`src/rtl/cpu_fetch_unit_if.sv`:
```
// Fetch-stage bus bundle: instruction-memory request/response channel plus the
// fetch->decode instruction interface and the decode-side controls (stall, redirect).
//   master : the fetch unit (drives imem_req_o/imem_addr_o and valid_f_o/inst_f_o/pc_f_o)
//   slave  : memory + decode side (drives gnt/rvalid/rdata, stall, redirect)
interface cpu_fetch_unit_if;
  logic        imem_req_o;
  logic [31:0] imem_addr_o;
  logic        imem_gnt_i;
  logic        imem_rvalid_i;
  logic [31:0] imem_rdata_i;
  logic        stall_i;
  logic        redirect_i;
  logic [31:0] redirect_pc_i;
  logic        valid_f_o;
  logic [31:0] inst_f_o;
  logic [31:0] pc_f_o;

  modport master (
    output imem_req_o, imem_addr_o, valid_f_o, inst_f_o, pc_f_o,
    input  imem_gnt_i, imem_rvalid_i, imem_rdata_i, stall_i, redirect_i, redirect_pc_i
  );

  modport slave (
    input  imem_req_o, imem_addr_o, valid_f_o, inst_f_o, pc_f_o,
    output imem_gnt_i, imem_rvalid_i, imem_rdata_i, stall_i, redirect_i, redirect_pc_i
  );
endinterface

```
`src/rtl/cpu_fetch_unit.sv`:
```
// Instruction fetch stage. Owns the fetch PC, issues word requests to instruction
// memory, buffers in-order responses in a small queue and presents the head to the
// IF/ID register. Redirects flush the queue and discard responses still in flight.
// Ports:
//   clk_i  : clock, rising edge
//   rst_i  : asynchronous active-high reset
//   bus    : cpu_fetch_unit_if.master (imem request/response, stall/redirect, inst/pc out)
module cpu_fetch_unit #(
  parameter logic [31:0] RESET_PC   = 32'h0000_0000,
  parameter int unsigned FIFO_DEPTH = 2
) (
  input  logic              clk_i,
  input  logic              rst_i,
  cpu_fetch_unit_if.master  bus
);

  localparam int unsigned PTR_W = $clog2(FIFO_DEPTH);
  localparam int unsigned CNT_W = $clog2(FIFO_DEPTH + 1);
  localparam int unsigned SUM_W = CNT_W + 1;

  logic [31:0]      pc;
  logic [31:0]      inst_mem [FIFO_DEPTH];
  logic [31:0]      pcq_mem  [FIFO_DEPTH];
  logic [31:0]      tag_mem  [FIFO_DEPTH];
  logic [PTR_W-1:0] q_wr, q_rd, tag_wr, tag_rd;
  logic [CNT_W-1:0] q_count, outstanding, drop_cnt;

  logic             issue, grant, resp, drop, push, pop, valid;
  logic [CNT_W-1:0] outstanding_nxt;

  // Handshake decode. Each in-flight request holds a queue slot, so push never overflows.
  always_comb begin
    issue = 1'b0;
    grant = 1'b0;
    resp  = 1'b0;
    drop  = 1'b0;
    push  = 1'b0;
    pop   = 1'b0;
    valid = 1'b0;
    issue = !rst_i && !bus.redirect_i &&
            ((SUM_W'(q_count) + SUM_W'(outstanding)) < SUM_W'(FIFO_DEPTH));
    grant = issue && bus.imem_gnt_i;
    resp  = bus.imem_rvalid_i && (outstanding != '0);
    // A response in the redirect cycle belongs to the old stream and is discarded too.
    drop  = resp && (bus.redirect_i || (drop_cnt != '0));
    push  = resp && !drop;
    valid = (q_count != '0) && !bus.redirect_i;
    pop   = valid && !bus.stall_i;
    outstanding_nxt = outstanding + CNT_W'(grant) - CNT_W'(resp);
  end

  assign bus.imem_req_o  = issue;
  assign bus.imem_addr_o = pc;
  assign bus.valid_f_o   = valid;
  assign bus.inst_f_o    = valid ? inst_mem[q_rd] : 32'h0;
  assign bus.pc_f_o      = valid ? pcq_mem[q_rd]  : 32'h0;

  // Control state: pc, pointers and counters.
  always_ff @(posedge clk_i or posedge rst_i) begin
    if (rst_i) begin
      pc          <= RESET_PC;
      q_wr        <= '0;
      q_rd        <= '0;
      tag_wr      <= '0;
      tag_rd      <= '0;
      q_count     <= '0;
      outstanding <= '0;
      drop_cnt    <= '0;
    end else begin
      outstanding <= outstanding_nxt;
      if (bus.redirect_i) begin
        // Everything still in flight after this cycle belongs to the old stream.
        pc       <= bus.redirect_pc_i;
        q_wr     <= '0;
        q_rd     <= '0;
        tag_wr   <= '0;
        tag_rd   <= '0;
        q_count  <= '0;
        drop_cnt <= outstanding_nxt;
      end else begin
        if (grant) begin
          pc     <= pc + 32'd4;
          tag_wr <= tag_wr + PTR_W'(1);
        end
        if (push) begin
          q_wr   <= q_wr + PTR_W'(1);
          tag_rd <= tag_rd + PTR_W'(1);
        end
        if (drop) begin
          drop_cnt <= drop_cnt - CNT_W'(1);
        end
        if (pop) begin
          q_rd <= q_rd + PTR_W'(1);
        end
        q_count <= q_count + CNT_W'(push) - CNT_W'(pop);
      end
    end
  end

  // Payload storage: request-pc tags and the instruction queue.
  always_ff @(posedge clk_i) begin
    if (grant) begin
      tag_mem[tag_wr] <= pc;
    end
    if (push) begin
      inst_mem[q_wr] <= bus.imem_rdata_i;
      pcq_mem[q_wr]  <= tag_mem[tag_rd];
    end
  end

endmodule

```
`src/flat_wrapper.sv`:
```
// flat-port wrapper written by rule: the top's interface ports become plain ports
module cpu_fetch_unit_flat 
#(
  parameter logic [31:0] RESET_PC   = 32'h0000_0000,
  parameter int unsigned FIFO_DEPTH = 2
)
  (clk_i, rst_i, bus_imem_req_o, bus_imem_addr_o, bus_valid_f_o, bus_inst_f_o, bus_pc_f_o, bus_imem_gnt_i, bus_imem_rvalid_i, bus_imem_rdata_i, bus_stall_i, bus_redirect_i, bus_redirect_pc_i);
  cpu_fetch_unit_if bus_i ();
  input  logic clk_i;
  input  logic rst_i;
  output wire logic [$bits(bus_i.imem_req_o)-1:0] bus_imem_req_o;
  output wire logic [$bits(bus_i.imem_addr_o)-1:0] bus_imem_addr_o;
  output wire logic [$bits(bus_i.valid_f_o)-1:0] bus_valid_f_o;
  output wire logic [$bits(bus_i.inst_f_o)-1:0] bus_inst_f_o;
  output wire logic [$bits(bus_i.pc_f_o)-1:0] bus_pc_f_o;
  input wire logic [$bits(bus_i.imem_gnt_i)-1:0] bus_imem_gnt_i;
  input wire logic [$bits(bus_i.imem_rvalid_i)-1:0] bus_imem_rvalid_i;
  input wire logic [$bits(bus_i.imem_rdata_i)-1:0] bus_imem_rdata_i;
  input wire logic [$bits(bus_i.stall_i)-1:0] bus_stall_i;
  input wire logic [$bits(bus_i.redirect_i)-1:0] bus_redirect_i;
  input wire logic [$bits(bus_i.redirect_pc_i)-1:0] bus_redirect_pc_i;
  assign bus_imem_req_o = bus_i.imem_req_o;
  assign bus_imem_addr_o = bus_i.imem_addr_o;
  assign bus_valid_f_o = bus_i.valid_f_o;
  assign bus_inst_f_o = bus_i.inst_f_o;
  assign bus_pc_f_o = bus_i.pc_f_o;
  assign bus_i.imem_gnt_i = bus_imem_gnt_i;
  assign bus_i.imem_rvalid_i = bus_imem_rvalid_i;
  assign bus_i.imem_rdata_i = bus_imem_rdata_i;
  assign bus_i.stall_i = bus_stall_i;
  assign bus_i.redirect_i = bus_redirect_i;
  assign bus_i.redirect_pc_i = bus_redirect_pc_i;
  cpu_fetch_unit #(.RESET_PC(RESET_PC), .FIFO_DEPTH(FIFO_DEPTH)) u_core (.clk_i(clk_i), .rst_i(rst_i), .bus(bus_i));
endmodule
```
`config.mk`:
```
export PLATFORM = sky130hd
export DESIGN_NAME = cpu_fetch_unit_flat
export DESIGN_NICKNAME = d
export VERILOG_FILES = /design/src/rtl/cpu_fetch_unit_if.sv /design/src/rtl/cpu_fetch_unit.sv /design/src/flat_wrapper.sv
export SDC_FILE = /design/constraint.sdc
export NUM_CORES = 1
export LEC_CHECK = 0
export CAP_MARGIN = 20
export CORE_MARGIN = 4
export CORE_UTILIZATION = 48
export DETAILED_ROUTE_END_ITERATION = 8
export GPL_TIMING_DRIVEN = 0
export PLACE_DENSITY = 0.77
export RECOVER_POWER = 50
export SKIP_CTS_REPAIR_TIMING = 1
export SLEW_MARGIN = 20
export SYNTH_ARGS = -nofsm -noshare
export SYNTH_HDL_FRONTEND = slang
export SYNTH_SLANG_ARGS = --single-unit
```
`constraint.sdc`:
```
create_clock -name clk_i -period 5.3 [get_ports clk_i]
set_clock_uncertainty 0.1 [all_clocks]
set_input_delay 1.06 -clock clk_i [delete_from_list [all_inputs] [get_ports clk_i]]
set_output_delay 1.06 -clock clk_i [all_outputs]
set_load 0.02 [all_outputs]
```
==> results.cfg, run 1 <==
[run_status]
run_status = finished, violations left
violations = capacitance limit, slew limit

[timing]
hold_viol = 0
setup_viol = 0
fin_crit_ps = 5100
clock.fmax_mhz = 196.1
period_share_pct = 96.22
maxSlewHeadroom_pct = -11.04
rsz0062_at_grt = no
final_max_slew_viol_count = 29
tightest_slew_ps = 1666

[setup_path]
startpoint_type = input port
cpPeakStageDelay_ps = 650
path_class = in -> out
worst-path-stages = 7
critPathTopFamily = buffers and inverters
path_cells = clkdlybuf4s50_1 > inv_1 > o21ai_0 > clkbuf_2 > clkbuf_1 > nor2_1 > clkdlybuf4s50_1
critPathRequiredTime_ps = 4140
crit_slowest_cell = clkdlybuf4s50_1
worstSetupEndpointType = primary output
worst-path-buf-inv = 5
arrival_ps = 3940
reg2reg_depth = 6
cp_max_fo = 10
path_common_cell = clkdlybuf4s50_1

[die]
die_x_um = 149.2
ios = 168
die_y_um = 149.2
placementRows = 51
start_util_pct = 49.04
coreArea_um2 = 19530
die_area_um2 = 22270

[pwr]
netSwitchingFraction_pct = 26.57
ir_drop_v = 0.0002707
power_frac_comb_pct = 18.9
power.leakage_uw = 0.004283
cellPowerDensity_nw_per_um2 = 385.6
p_seq_share_pct = 47.5
p_clk_share_pct = 33.5
power.switching_uw = 1275
p_int_uw = 3523

[grt]
grt_pass1_wl_um = 34200
grt_max_degree = 42
grt_overflow_total = 0
first_global_vias = 6250
antenna_found_initial = 0
grt_use_total_pct = 19.50

[yosys]
synthesis.nets = 721
yosysTopAreaCell = edfxtp_1
ys_types = 48
synth_top_area_share_pct = 60.21
syn_inst = 645
syn_avg_cell_area_um2 = 14.85
synthTopCellsByArea = edfxtp_1 60%, dfrtp_1 11%, mux2i_1 7.0%, mux2_2 4.1%, nor2_1 3.4%
ys_async_sr_fraction_pct = 17.95
ys_ff_latch = 234
synth_warnings = 0
synth-edff-count = 192
seq_area_frac_synth_pct = 71.19
netlist_area_um2 = 9575
ys.flop_type = edfxtp_1

[finish]
seq_area_um2 = 6817
drive_above_1_share_pct = 7.523
antenna_cells = 0
syn_to_final_growth_pct = 29.96
finalNetCount = 923
fin_cells = 1129
stdcell_area_um2 = 12440
multi_input_area_um2 = 2594
final_common_cell = edfxtp_1
final_cell_mix = 192 x edfxtp_1, 127 x clkdlybuf4s50_1, 87 x nor2_1
fill_cells = 1482

[clock_tree]
htreeDepth = 1
clk_latency_ps = 510
path_clk_slew_ps = 60
cts_num_sinks = 234
cts-root-buf = clkbuf_16
cts_max_path_buffers = 3
cts_buffers = 24
cts_tree = built

[placement]
port-buffer-count = 167
hpwl_um = 14840
gp_congestion = 0.8729
placed_cells = 1086
postPlaceCellArea_um2 = 11750

[drt]
wire_per_inst_um = 19.30
post-route-drc-count = 0
viasPerCell = 5.439
drt-pass1-iter-count = 5
wirelength_um = 21790
antenna_left = 0
vias = 6141
first_iter_violations = 445

[worst_hold_path]
hold_path_class = reg -> reg
whs_path_depth = 0

[flow_run]
drv_cap = 1
cells by family (layout without fill, tap and decap cells):
kind of cell    Yosys count  count (layout)  synth area share (%)
flops                   234             234                 71.19
simple gates            192             192                 9.735
mux                     102             102                 11.12
compound gates           62              62                 4.547
buf+inv                  40             259                 1.725
xor+xnor                  9               9                0.8231
fa+ha+maj                 6               6                0.8624
flip-flops by register name, indices dropped and copies added (netlist names):
register and flops:
u_core.bus.imem_addr_o 32, u_core.drop_cnt 2, u_core.inst_mem 64, u_core.outstanding 2, u_core.pcq_mem 64, u_core.q_count 2
u_core.q_rd 1, u_core.q_wr 1, u_core.tag_mem 64, u_core.tag_rd 1, u_core.tag_wr 1
power by group through the flow:
stage	clock, uW	combinational, uW	sequential (uW)
2_1_floorplan	0	514	2330
3_3_place_gp	0	892	2320
3_5_place_dp	0	938	2320
4_1_cts	1640	945	2280
5_1_grt	1720	981	2300
6_report	1610	908	2280
Yosys cell counts, types with 6 or more instances:
| library cell | number |
|---|---|
| buf_1 | 7 |
| and3_1 | 9 |
| nor2_1 | 88 |
| a221o_1 | 6 |
| mux2_2 | 35 |
| edfxtp_1 | 192 |
| mux2i_1 | 67 |
| nand2_1 | 45 |
| inv_1 | 11 |
| o21ai_0 | 20 |
| dfrtp_1 | 42 |
| clkbuf_1 | 19 |
| nand4_1 | 6 |
| nand3_1 | 18 |
routing by layer:
metal  share of wire (%)  GRT usage (%)
met4                 3.7          7.597
met5                   0              0
met2                  48          31.61
met1                  41          26.10
met3                 7.8          3.981
layout make-up:
type | instances | area share, %
Clock inverter | 16 | 1.015
Timing Repair Buffer | 176 | 14.39
Multi-Input combinational cell | 371 | 20.84
Buffer | 29 | 0.8948
Clock buffer | 27 | 5.087
Inverter | 11 | 0.3318
Tap cell | 265 | 2.664
Sequential cell | 234 | 54.78
worst register-to-register path, delay by kind of cell (launching register included):
| family | cells | cell delay [ps] |
|---|---|---|
| buffers and inverters | 2 | 1130 |
| AND/OR/NAND/NOR | 3 | 1580 |
| flip-flops | 1 | 350 |
| adder cells (fa/ha/maj) | 1 | 450 |
worst paths after layout:
kind,startpoint,end,slack (ps)
max in group asynchronous,rst_i,u_core.bus.imem_addr_o[25],2120
max,bus_redirect_i,bus_pc_f_o[22],200
max reg2reg,u_core.outstanding[0],u_core.tag_mem[1][22],1270
min in group asynchronous,rst_i,u_core.bus.imem_addr_o[17],1020
min,u_core.bus.imem_addr_o[1],u_core.tag_mem[1][1],430
min reg2reg,u_core.bus.imem_addr_o[1],u_core.tag_mem[1][1],430
through the flow:
stage                     utilization [%]  setup TNS, ps  hold WS [ps]  worst slack [ps]  power, uW
after CTS                           64.08          -1170         431.4            -78.39       4862
after floorplan                         -              0         423.8             794.6       2843
after detailed placement            60.19         -788.4         418.6            -66.85       3254
final                               63.73              0         426.6             200.5       4798
after global routing                63.73              0         430.8             74.26       4994
after global placement              59.32        -147880         410.4             -1703       3209
No activity file was read; power rests on OpenSTA's default activity.
==> run 2, diff against run 1 <==
--- a/config.mk
+++ b/config.mk
@@ -12,7 +12,6 @@
 export GPL_TIMING_DRIVEN = 0
 export PLACE_DENSITY = 0.77
 export RECOVER_POWER = 50
-export SKIP_CTS_REPAIR_TIMING = 1
 export SLEW_MARGIN = 20
 export SYNTH_ARGS = -nofsm -noshare
 export SYNTH_HDL_FRONTEND = slang
==> results of run 2 <==
Same layout as run 1: the final DEF is identical, and so are final timing and power.
